===== src/rtl/stopwatch_pkg.sv =====
// Shared state encoding and count limits for the stopwatch counter.
// Also holds the saturating/wrapping count step used by the top level.
package stopwatch_pkg;

    typedef enum logic [1:0] {
        ST_IDLE  = 2'd0,
        ST_RUN   = 2'd1,
        ST_PAUSE = 2'd2
    } state_t;

    localparam logic [15:0] MAX_COUNT = 16'd9999;

    // Any value at or above the limit folds to zero, so the count can never leave 0..9999.
    function automatic logic [15:0] next_count(input logic [15:0] cur);
        if (cur >= MAX_COUNT) begin
            return 16'd0;
        end else begin
            return cur + 16'd1;
        end
    endfunction

endpackage


===== src/rtl/btn_debounce.sv =====
// Push-button conditioner: 2-flop synchronizer, consecutive-cycle debouncer
// and a single-cycle press pulse on the debounced rising edge.
module btn_debounce
    import stopwatch_pkg::*;
#(
    parameter int DEBOUNCE_CYCLES = 1_000_000
) (
    input  logic i_clk,
    input  logic i_rst,
    input  logic i_btn,
    output logic o_press
);

    localparam int               CNT_W    = $clog2(DEBOUNCE_CYCLES + 1);
    localparam logic [CNT_W-1:0] CNT_LAST = CNT_W'(DEBOUNCE_CYCLES - 1);

    logic             r_sync1;
    logic             r_sync2;
    logic             r_level;
    logic             r_press;
    logic [CNT_W-1:0] r_cnt;

    // Synchronize, then accept a new level only after it has held for the full window.
    always_ff @(posedge i_clk or posedge i_rst) begin
        if (i_rst) begin
            r_sync1 <= 1'b0;
            r_sync2 <= 1'b0;
            r_level <= 1'b0;
            r_press <= 1'b0;
            r_cnt   <= {CNT_W{1'b0}};
        end else begin
            r_sync1 <= i_btn;
            r_sync2 <= r_sync1;
            r_press <= 1'b0;
            if (r_sync2 == r_level) begin
                r_cnt <= {CNT_W{1'b0}};
            end else if (r_cnt == CNT_LAST) begin
                r_level <= r_sync2;
                r_cnt   <= {CNT_W{1'b0}};
                r_press <= r_sync2;
            end else begin
                r_cnt <= r_cnt + CNT_W'(1);
            end
        end
    end

    assign o_press = r_press;

endmodule


===== src/rtl/stopwatch_counter.sv =====
// Tenths-of-a-second stopwatch: start/stop and clear buttons drive an
// IDLE/RUN/PAUSE machine that advances a 0..9999 count with a wrap indicator.
module stopwatch_counter
    import stopwatch_pkg::*;
#(
    parameter int CLK_HZ          = 100_000_000,
    parameter int TICK_DIV        = 10_000_000,
    parameter int DEBOUNCE_CYCLES = 1_000_000,
    parameter int WRAP_HOLD       = 50_000_000
) (
    input  logic        clock_100Mhz,
    input  logic        reset,
    input  logic        btn_start_stop,
    input  logic        btn_clear,
    output logic [15:0] displayed_number,
    output logic        led1,
    output logic        led2,
    output logic        led3
);

    localparam int                 PRESC_W    = $clog2(TICK_DIV);
    localparam logic [PRESC_W-1:0] PRESC_LAST = PRESC_W'(TICK_DIV - 1);
    localparam int                 HOLD_W     = $clog2(WRAP_HOLD + 1);
    localparam logic [HOLD_W-1:0]  HOLD_LOAD  = HOLD_W'(WRAP_HOLD);

    if (TICK_DIV < 2 || DEBOUNCE_CYCLES < 1 || WRAP_HOLD < 1 || CLK_HZ < TICK_DIV) begin : g_bad_params
        $error("stopwatch_counter: illegal parameter set");
    end

    logic w_start;
    logic w_clear;
    logic w_tick;

    state_t              r_state;
    logic [PRESC_W-1:0]  r_presc;
    logic [15:0]         r_count;
    logic [HOLD_W-1:0]   r_hold;
    logic                r_led1;
    logic                r_led2;
    logic                r_led3;

    btn_debounce #(.DEBOUNCE_CYCLES(DEBOUNCE_CYCLES)) u_db_start (
        .i_clk   (clock_100Mhz),
        .i_rst   (reset),
        .i_btn   (btn_start_stop),
        .o_press (w_start)
    );

    btn_debounce #(.DEBOUNCE_CYCLES(DEBOUNCE_CYCLES)) u_db_clear (
        .i_clk   (clock_100Mhz),
        .i_rst   (reset),
        .i_btn   (btn_clear),
        .o_press (w_clear)
    );

    assign w_tick = (r_state == ST_RUN) && (r_presc == PRESC_LAST);

    // Mode machine with prescaler, count, wrap-hold timer and registered LED decodes.
    always_ff @(posedge clock_100Mhz or posedge reset) begin
        if (reset) begin
            r_state <= ST_IDLE;
            r_presc <= {PRESC_W{1'b0}};
            r_count <= 16'd0;
            r_hold  <= {HOLD_W{1'b0}};
            r_led1  <= 1'b0;
            r_led2  <= 1'b0;
            r_led3  <= 1'b0;
        end else begin
            if (r_hold > HOLD_W'(1)) begin
                r_hold <= r_hold - HOLD_W'(1);
            end else if (r_hold == HOLD_W'(1)) begin
                r_hold <= {HOLD_W{1'b0}};
                r_led3 <= 1'b0;
            end

            case (r_state)
                ST_IDLE: begin
                    if (w_start && !w_clear) begin
                        r_state <= ST_RUN;
                        r_presc <= {PRESC_W{1'b0}};
                        r_led1  <= 1'b1;
                        r_led2  <= 1'b0;
                    end
                end
                ST_RUN: begin
                    // The cycle carrying a stop press still counts as run time.
                    if (w_tick) begin
                        r_presc <= {PRESC_W{1'b0}};
                        r_count <= next_count(r_count);
                        if (r_count >= MAX_COUNT) begin
                            r_hold <= HOLD_LOAD;
                            r_led3 <= 1'b1;
                        end
                    end else begin
                        r_presc <= r_presc + PRESC_W'(1);
                    end
                    if (w_start) begin
                        r_state <= ST_PAUSE;
                        r_led1  <= 1'b0;
                        r_led2  <= 1'b1;
                    end
                end
                ST_PAUSE: begin
                    if (w_clear) begin
                        r_state <= ST_IDLE;
                        r_presc <= {PRESC_W{1'b0}};
                        r_count <= 16'd0;
                        r_hold  <= {HOLD_W{1'b0}};
                        r_led1  <= 1'b0;
                        r_led2  <= 1'b0;
                        r_led3  <= 1'b0;
                    end else if (w_start) begin
                        r_state <= ST_RUN;
                        r_led1  <= 1'b1;
                        r_led2  <= 1'b0;
                    end
                end
                default: begin
                    r_state <= ST_IDLE;
                    r_led1  <= 1'b0;
                    r_led2  <= 1'b0;
                end
            endcase
        end
    end

    assign displayed_number = r_count;
    assign led1             = r_led1;
    assign led2             = r_led2;
    assign led3             = r_led3;

endmodule


===== config.mk =====
export PLATFORM = sky130hd
export DESIGN_NAME = stopwatch_counter
export DESIGN_NICKNAME = d
export VERILOG_FILES = /design/src/rtl/stopwatch_pkg.sv /design/src/rtl/btn_debounce.sv /design/src/rtl/stopwatch_counter.sv
export SDC_FILE = /design/constraint.sdc
export NUM_CORES = 1
export LEC_CHECK = 0
export ABC_AREA = 1
export ABC_CLOCK_PERIOD_IN_PS = 5650
export CAP_MARGIN = 20
export CELL_PAD_IN_SITES_DETAIL_PLACEMENT = 1
export CELL_PAD_IN_SITES_GLOBAL_PLACEMENT = 2
export CORE_MARGIN = 2
export CORE_UTILIZATION = 30
export CTS_BUF_LIST = sky130_fd_sc_hd__clkbuf_8
export DETAILED_ROUTE_END_ITERATION = 10
export GPL_ROUTABILITY_DRIVEN = 0
export PLACE_DENSITY_LB_ADDON = 0.1
export SLEW_MARGIN = 40
export SYNTH_ARGS = -nofsm -noshare
export SYNTH_HDL_FRONTEND = slang
export SYNTH_SLANG_ARGS = --single-unit

===== constraint.sdc =====
create_clock -name clock_100Mhz -period 5.65 [get_ports clock_100Mhz]
set_input_delay 0.565 -clock clock_100Mhz [delete_from_list [all_inputs] [get_ports clock_100Mhz]]
set_output_delay 0.565 -clock clock_100Mhz [all_outputs]
set_load 0.02 [all_outputs]

==> results.cfg, run 1 <==
[grt]
grt_pass1_wl_um = 34020
grt.overflow.total = 0
grtUsageTotal_pct = 17.58
antenna_found_initial = 0
grt.met1_usage_pct = 22.80
grt-busiest-layer = met2
grt_pass1_vias = 6625
grtUsageMet2_pct = 30.13
grt_max_degree = 76
met3_usage_pct = 3.083

[setup_path]
rrSetupSlack_ns = 3.24
worstReg2RegEnd = r_hold[18]
end_kind = register
worstPathArrival_ns = 2.73
path_class = reg2reg
critPathMaxFanout = 16
start_kind = register
rr_startpoint = displayed_number[0]
worst-endpoint-required_ns = 5.97
reg2reg_depth = 8

[route]
routed_wl_um = 19630
first_pass_iters = 6
ant_nets = 0
vias = 6116
drc = 0
drt_iter0_drc = 228
vias_per_cell = 4.756
avgRoutedWirePerCell_um = 15.27

[synth]
yosysTopAreaCell = dfrtp_1
synth-edff-count = 0
syn_area_um2 = 6912
yosysWarnings = 0
syn_nets = 970
yosys.area.top_type_share_pct = 42.72
ys_seq_area_share_pct = 42.72
synth-seq-cells = 118
syn_inst = 956
synthTopCellsByCount = nand2_1, nor2_1, dfrtp_1, inv_1, nand3_1
async_flop_share_pct = 100.0
ys.flop_type = dfrtp_1
syn_area_per_cell_um2 = 7.230
synthDistinctLibCells = 38
yosysMostFrequentCell = nand2_1
synthTopCellsByArea = dfrtp_1, nand2_1, nor2_1

[finish]
syn2layout_area_growth_pct = 13.85
drive_gt1_share_pct = 6.394
nets = 1002
post-route-util_pct = 34.76
fillers = 2832
diodes = 0
design_area_um2 = 7869

[hold_path]
min-delay-start = u_db_clear.r_sync1
hold_path_class = reg2reg
worstHoldPathCells = 0
hold_end = u_db_clear.r_sync2

[clock_tree]
cts_buffers = 17
cts_setup_buffers = 0
postCtsResizedCells = 0
cts_max_path_buffers = 2
tritoncts = done
cts_sinks = 118
cts_root_buffer = clkbuf_8
h-tree-depth = 4
insertion_delay_ns = 0.45
ctsHoldBuffers = 0
clkTransAtPathRegs_ns = 0.08

[die]
ioPinCount = 23
core_um2 = 22640
dieArea_um2 = 24270
die_h_um = 155.8
die_w_um = 155.8
initial_core_util_pct = 30.53
row_count = 55

[place]
place_area_um2 = 7436
port_buffers = 22
hpwlAfterDp_um = 14620

[pwr]
power.leakage_uw = 0.003688
finalPower_uw = 1759
worst_ir_drop_vdd_mv = 0.1007
p_per_area_nw_per_um2 = 223.5

[sta]
worst-slew-pin-transition_ns = 0.7037
timing.final.crit_share_pct = 42.65
tns_ns = 0
slew_headroom_pct = 53.09
fmax_mhz = 415.0
period_needed_ns = 2.409
finalSetupViolations = 0
final_hold_viol_count = 0
slew_violations = 0
finClkSkew_ns = 0.01633
rsz0062_at_grt = false
holdWs_ns = 0.3548

[run]
drv_cap = 0

[outcome]
outcome = complete, no violations
[stage by stage]
| step | worst slack (ns) | cells |
|---|---|---|
| floorplan | 1.956 | 956 |
| global placement | 3.290 | 1254 |
| detailed placement | 3.195 | 1254 |
| CTS | 3.173 | 1286 |
| global route | 2.898 | 1286 |
| finish | 3.241 | 1286 |
[cell usage in the layout (no fill, tap or decap), types with 3 or more instances in the layout]
cell type / synthesis / layout
dfrtp_1: 118 / 118
o21ai_0: 20 / 20
clkinv_4: 1 / 3
ha_1: 10 / 10
or2_2: 4 / 4
clkdlybuf4s50_1: 0 / 22
nor2_1: 188 / 188
bufinv_16: 0 / 4
nor2_2: 9 / 9
nor4_1: 5 / 5
clkinvlp_4: 0 / 4
nand2_2: 6 / 6
a21oi_1: 18 / 18
clkbuf_8: 0 / 18
nand3_1: 77 / 77
a31oi_1: 4 / 4
nand4_1: 31 / 31
nand3b_1: 7 / 7
inv_1: 97 / 98
nor3_1: 39 / 39
nand2_1: 241 / 241
xnor2_1: 10 / 10
xor2_1: 36 / 36
nor3b_1: 3 / 3
[per-layer routing]
layer  share of wire [%]  vias up
li1                    -     3133
met1                  49     2938
met2                  48       30
met3                 2.0       15
met4                 1.2        0
met5                   0        -
[cell type report]
type,count,area [µm²],area share (%)
multi-input combinational,725,3498,44.46
tap,285,356.6,4.532
clock buffer,18,247.7,3.148
inverter,102,392.9,4.993
timing repair buffer,24,235.2,2.989
clock inverter,14,185.2,2.353
sequential,118,2953,37.53
[kinds of logic (layout without fill, tap and decap cells)]
family | after synthesis | after routing | synth area share, %
AO/OA/AOI/OAI | 50 | 50 | 4.001
adder cells (fa/ha/maj) | 10 | 10 | 1.810
buffers and inverters | 113 | 158 | 6.662
flip-flops | 118 | 118 | 42.72
XOR/XNOR | 46 | 46 | 5.829
AND/OR/NAND/NOR | 619 | 619 | 38.98
[where the power goes]
| part | switching, µW | total (µW) | internal [µW] |
|---|---|---|---|
| combinational | 27.0 | 34.0 | 6.93 |
| clock | 384 | 873 | 488 |
| sequential | 3.20 | 852 | 849 |
[critical path, cell delays in order (launching register included)]
cell and delay, ns:
dfrtp_1 0.44, ha_1 0.26, nand3_1 0.17, nand3_1 0.12, nand3_1 0.07, nand2_1 0.45, nand4_1 0.21, nand2_1 0.46
nor2_1 0.10
[state kept, by name, summed over array words and instances, names as in the netlist]
register,flops
led1,1
led3,1
u_db_clear.r_sync1,1
r_presc,24
u_db_start.r_cnt,20
u_db_start.r_level,1
displayed_number,16
r_state,2
u_db_clear.o_press,1
u_db_start.o_press,1
u_db_clear.r_sync2,1
r_hold,26
u_db_start.r_sync1,1
u_db_clear.r_cnt,20
u_db_clear.r_level,1
u_db_start.r_sync2,1
[worst max-delay path by stage]
stage                              startpoint                   to  slack (ns)  cells past startpoint
after floorplan                         reset  displayed_number[0]        1.96                      1
after global placement    displayed_number[0]           r_hold[18]        3.29                      8
after detailed placement  displayed_number[0]           r_hold[18]        3.19                      8
after CTS                 displayed_number[0]           r_hold[18]        3.17                      8
after global routing               r_state[0]          r_presc[13]        2.90                     10
final                     displayed_number[0]           r_hold[18]        3.24                      8
Note: power is estimated with default switching activity, not from simulation.
==> run 2: changes to the inputs <==
--- a/config.mk
+++ b/config.mk
@@ -6,7 +6,7 @@
 export NUM_CORES = 1
 export LEC_CHECK = 0
 export ABC_AREA = 1
-export ABC_CLOCK_PERIOD_IN_PS = 5650
+export ABC_CLOCK_PERIOD_IN_PS = 2450
 export CAP_MARGIN = 20
 export CELL_PAD_IN_SITES_DETAIL_PLACEMENT = 1
 export CELL_PAD_IN_SITES_GLOBAL_PLACEMENT = 2
==> constraint.sdc (replaced) <==
create_clock -name clock_100Mhz -period 2.45 [get_ports clock_100Mhz]
set_input_delay 0.245 -clock clock_100Mhz [delete_from_list [all_inputs] [get_ports clock_100Mhz]]
set_output_delay 0.245 -clock clock_100Mhz [all_outputs]
set_load 0.02 [all_outputs]
==> run 2 against run 1 <==
  * Non-clock buffer count is 12 higher
  * Critical endpoint is now r_hold[20]
  * Power rose by 130%
  * Cell count grew 0.70%
  * Global-route usage shrank 0.21 points
  * Flip-flop and latch count stayed put
  * Via count shrank 0.85%
  * Clock skew down 0.0040 ns
  * Highest routed layer unchanged
  * Clock power up 120%
==> results.cfg, run 2 (synthesis results as in run 1) <==
[route]
vias = 6064
first_pass_iters = 4
avgRoutedWirePerCell_um = 15.20
vias_per_cell = 4.683
drt_iter0_drc = 222
drc = 0
routed_wl_um = 19690
ant_nets = 0

[sta]
period_needed_ns = 2.125
worst-slew-pin-transition_ns = 0.5502
final_hold_viol_count = 0
slew_violations = 0
rsz0062_at_grt = false
finClkSkew_ns = 0.01237
finalSetupViolations = 0
fmax_mhz = 470.5
tns_ns = 0
slew_headroom_pct = 63.25
timing.final.crit_share_pct = 86.75
layout_setup_ws_ns = 0.3245

[setup_path]
critPathMaxFanout = 9
worst-endpoint-required_ns = 2.81
crit_chain = inv_1, ha_1, inv_2, nor2_4, inv_1, nand3_2, inv_1, a21oi_2, nand2_1, o21ai_0
end_kind = register
path_buf_inv = 4
start_kind = register
critPathSlowestCell = dfrtp_1
slowest_delay_ns = 0.41
cp_common_cell = inv_1
worstPathArrival_ns = 2.48
critPathTopFamily = buffers and inverters
path_class = reg2reg

[clock_tree]
cts_buffers = 17
clkTransAtPathRegs_ns = 0.07
cts_setup_buffers = 0
cts_root_buffer = clkbuf_8
ctsHoldBuffers = 0
cts_sinks = 118
insertion_delay_ns = 0.44
postCtsResizedCells = 0
tritoncts = done
cts_max_path_buffers = 2
h-tree-depth = 4

[outcome]
outcome = complete, no violations

[finish]
largest_register_ffs = 26
syn2layout_area_growth_pct = 15.13
nets = 1014
regMostFlops = r_hold
regArea_um2 = 2953
multi_input_area_um2 = 3498
final_cells = 1295
reg.largest.list = r_hold (26), r_presc (24)
layout_commonest_cell = nand2_1
final_cell_mix = nand2_1, nor2_1, dfrtp_1
fillers = 2819
design_area_um2 = 7958
drive_gt1_share_pct = 7.327
diodes = 0

[die]
die_w_um = 155.8
core_um2 = 22640
ioPinCount = 23
row_count = 55
initial_core_util_pct = 30.53
dieArea_um2 = 24270
die_h_um = 155.8

[pwr]
clkPwrFrac_pct = 48.8
p_comb_share_pct = 2.2
p_int_uw = 3091
finalPower_uw = 4007
worst_ir_drop_vdd_mv = 0.2629
swShare_pct = 22.87
pwr-share-seq_pct = 49.0
p_switching_uw = 916.6
power.leakage_uw = 0.003752
p_per_area_nw_per_um2 = 503.6

[grt]
grt.overflow.total = 0
grt_pass1_vias = 6522
grt_max_degree = 45
grt_pass1_wl_um = 33540
grtUsageTotal_pct = 17.37
antenna_found_initial = 0

[place]
place_area_um2 = 7550
hpwlAfterDp_um = 15000
dp_cells = 1266
dp_slack_ns = 0.2722
port_buffers = 22

[run]
drv_cap = 0

[hold_path]
hold_path_class = in2async
## run 2: cell count changes in the layout (fill, tap and decap cells not counted)
| cell | previous run | this run |
|---|---|---|
| inv_6 | 1 | 0 |
| buf_12 | 0 | 2 |
| clkinv_4 | 3 | 2 |
| buf_4 | 2 | 12 |
| inv_1 | 98 | 97 |
| clkinvlp_4 | 4 | 2 |
| clkinv_2 | 2 | 4 |
## run 2: metrics by stage
stage                     utilization, %  hold WS [ns]
after floorplan                        -        0.2764
after CTS                          35.15        0.1842
final                              35.15        0.1990
after global placement             33.35        0.3318
after global routing               35.15        0.2153
after detailed placement           33.35        0.3403
## run 2: cell type report
class | instances | share of cell area, %
clock buffers | 18 | 3.113
clock inverters | 11 | 2.013
inverters | 102 | 4.921
multi-input cells | 725 | 43.96
flip-flops and latches | 118 | 37.11
well taps | 285 | 4.481
repair buffers | 36 | 4.403
## run 2: metal layers
metal  part of all wire (%)  GRT usage, %  up-vias
li1                       -             -     3147
met1                     49         23.26     2869
met2                     48         29.12       37
met3                    2.1         3.083       11
met4                   0.89         4.369        0
met5                      0             0        -
## run 2: final timing paths
kind | depth (start not counted) | start | slack, ns | to
setup / recovery | 10 | r_state[0] | 0.32 | r_hold[20]
hold / removal | 2 | reset | 0.20 | u_db_clear.r_sync1
setup reg to reg | 10 | r_state[0] | 0.32 | r_hold[20]
hold reg to reg | 0 | u_db_clear.r_sync1 | 0.36 | u_db_clear.r_sync2
max in group asynchronous | 3 | reset | 1.64 | r_hold[17]
min in group clock_100Mhz | 1 | btn_clear | 0.24 | u_db_clear.r_sync1
## run 2: power groups by stage
stage	logic (µW)	clock network [µW]	registers (µW)
finish	87.8	1950	1970
global route	103	2110	1970
CTS	94.5	2030	1960
detailed placement	94.5	0	2000
global placement	93.7	0	2000
floorplan	52.8	0	2000
==> run 3: changes to the inputs <==
--- a/config.mk
+++ b/config.mk
@@ -6,7 +6,7 @@
 export NUM_CORES = 1
 export LEC_CHECK = 0
 export ABC_AREA = 1
-export ABC_CLOCK_PERIOD_IN_PS = 2450
+export ABC_CLOCK_PERIOD_IN_PS = 2000
 export CAP_MARGIN = 20
 export CELL_PAD_IN_SITES_DETAIL_PLACEMENT = 1
 export CELL_PAD_IN_SITES_GLOBAL_PLACEMENT = 2
==> constraint.sdc (replaced) <==
create_clock -name clock_100Mhz -period 2 [get_ports clock_100Mhz]
set_input_delay 0.2 -clock clock_100Mhz [delete_from_list [all_inputs] [get_ports clock_100Mhz]]
set_output_delay 0.2 -clock clock_100Mhz [all_outputs]
set_load 0.02 [all_outputs]
==> run 3 against run 2 <==
  * Clock power is 11% higher
  * Combinational power rose by 22%
  * First-iteration DRC count fell by 0.90%
  * Critical path depth rose by 1
  * Sequential share of layout area down 0.80 points
  * Worst setup slack worse by 0.14 ns
  * Non-clock buffer count grew 27
  * Sequential power up 22%
  * Global-route usage up 0.55 points
  * Hold slack worse by 0.12 ns
  * Flip-flop and latch count is the same
  * Fmax rose by 17%
==> results.cfg, run 3 (synthesis results as in run 1) <==
[pwr]
worst_ir_drop_vdd_mv = 0.3326
p_comb_share_pct = 2.3
clkPwrFrac_pct = 46.2
p_switching_uw = 1222
pwr-share-seq_pct = 51.5
p_per_area_nw_per_um2 = 574.3
power.leakage_uw = 0.003855
finalPower_uw = 4672
p_int_uw = 3450
swShare_pct = 26.15

[setup_path]
worstPathArrival_ns = 2.15
end_kind = register
start_kind = register
path_class = reg2reg
critPathMaxFanout = 8
worst-endpoint-required_ns = 2.33

[grt]
grt_pass1_wl_um = 34760
grtUsageTotal_pct = 17.92
grt_max_degree = 51
grt.overflow.total = 0
grt_pass1_vias = 6743
antenna_found_initial = 0

[clock_tree]
cts_root_buffer = clkbuf_8
cts_buffers = 17
cts_max_path_buffers = 2
cts_setup_buffers = 0
cts_sinks = 118
postCtsResizedCells = 0
ctsHoldBuffers = 0
insertion_delay_ns = 0.45
tritoncts = done
clkTransAtPathRegs_ns = 0.08
h-tree-depth = 4

[route]
vias = 6275
ant_nets = 0
vias_per_cell = 4.736
drt_iter0_drc = 220
avgRoutedWirePerCell_um = 15.13
routed_wl_um = 20050
first_pass_iters = 5
drc = 0

[finish]
drive_gt1_share_pct = 10.10
regMostFlops = r_hold
layout_commonest_cell = nand2_1
fillers = 2856
diodes = 0
reg.largest.list = r_hold (26), r_presc (24)
nets = 1041
design_area_um2 = 8134
final_cell_mix = nand2_1, nor2_1, dfrtp_1
syn2layout_area_growth_pct = 17.69
largest_register_ffs = 26
final_cells = 1325

[place]
port_buffers = 22
hpwlAfterDp_um = 15530
dp_cells = 1293
place_area_um2 = 7752

[sta]
period_needed_ns = 1.812
slew_violations = 0
final_hold_viol_count = 0
fmax_mhz = 551.7
rsz0062_at_grt = true
slew_headroom_pct = 68.14
finalSetupViolations = 0
timing.final.crit_share_pct = 90.62
finClkSkew_ns = 0.01850
worst-slew-pin-transition_ns = 0.4761
holdWs_ns = 0.07975
tns_ns = 0

[die]
dieArea_um2 = 24270
core_um2 = 22640
die_w_um = 155.8
row_count = 55
die_h_um = 155.8
initial_core_util_pct = 30.53
ioPinCount = 23

[run]
drv_cap = 0

[hold_path]
hold_path_class = in2async

[outcome]
outcome = complete, no violations
[run 3: cell count changes in the layout (fill, tap and decap cells not counted)]
cell        before  now
nor2_4           2    3
clkinv_2         4    2
ha_2             0    1
nor2_2           9    8
clkinvlp_4       2    5
inv_6            0    4
buf_4           12   39
clkinv_4         2    3
bufinv_16        4    1
ha_1            10    9
[run 3: area by class of cell]
type | instances | area, µm² | area share (%)
clock buffer | 18 | 247.7 | 3.046
clock inverter | 14 | 126.4 | 1.554
inverter | 102 | 391.6 | 4.815
multi-input combinational | 725 | 3506 | 43.10
sequential | 118 | 2953 | 36.30
tap | 285 | 356.6 | 4.384
timing repair buffer | 63 | 553.0 | 6.799
[run 3: final timing paths]
path / startpoint / to / cells past startpoint / slack, ns
max: r_presc[1] / displayed_number[0] / 11 / 0.19
min: reset / u_db_start.r_cnt[14] / 2 / 0.08
max reg2reg: r_presc[1] / displayed_number[0] / 11 / 0.19
min reg2reg: u_db_start.r_sync1 / u_db_start.r_sync2 / 0 / 0.35
max in group asynchronous: reset / r_presc[18] / 3 / 1.29
min in group clock_100Mhz: btn_clear / u_db_clear.r_sync1 / 1 / 0.19
[run 3: critical path, stage by stage (launching register included)]
cell and delay (ns):
dfrtp_1 0.38, ha_2 0.24, inv_1 0.08, nor2_4 0.16
nand2_2 0.08, nor2_2 0.11, nand2_2 0.09, nand2_2 0.10
nand2_2 0.15, buf_4 0.21, nand2_1 0.06, nand2_1 0.05
[run 3: power groups by stage]
stage	combinational [µW]	sequential, µW	clock, µW
after floorplan	64.6	2450	0
after global placement	115	2450	0
after detailed placement	116	2450	0
after CTS	116	2410	2250
after global routing	127	2410	2350
final	107	2410	2160
[run 3: stage by stage]
step | utilization [%] | setup slack (ns)
floorplan | - | 0.2295
global placement | 34.24 | 0.2079
detailed placement | 34.24 | 0.1468
CTS | 35.89 | 0.1289
global route | 35.93 | -0.007405
finish | 35.93 | 0.1876
[run 3: routing by layer]
metal	global-route usage, %	share of wire [%]
met3	2.833	1.8
met5	0	0
met1	23.90	50
met4	4.369	0.94
met2	30.49	48
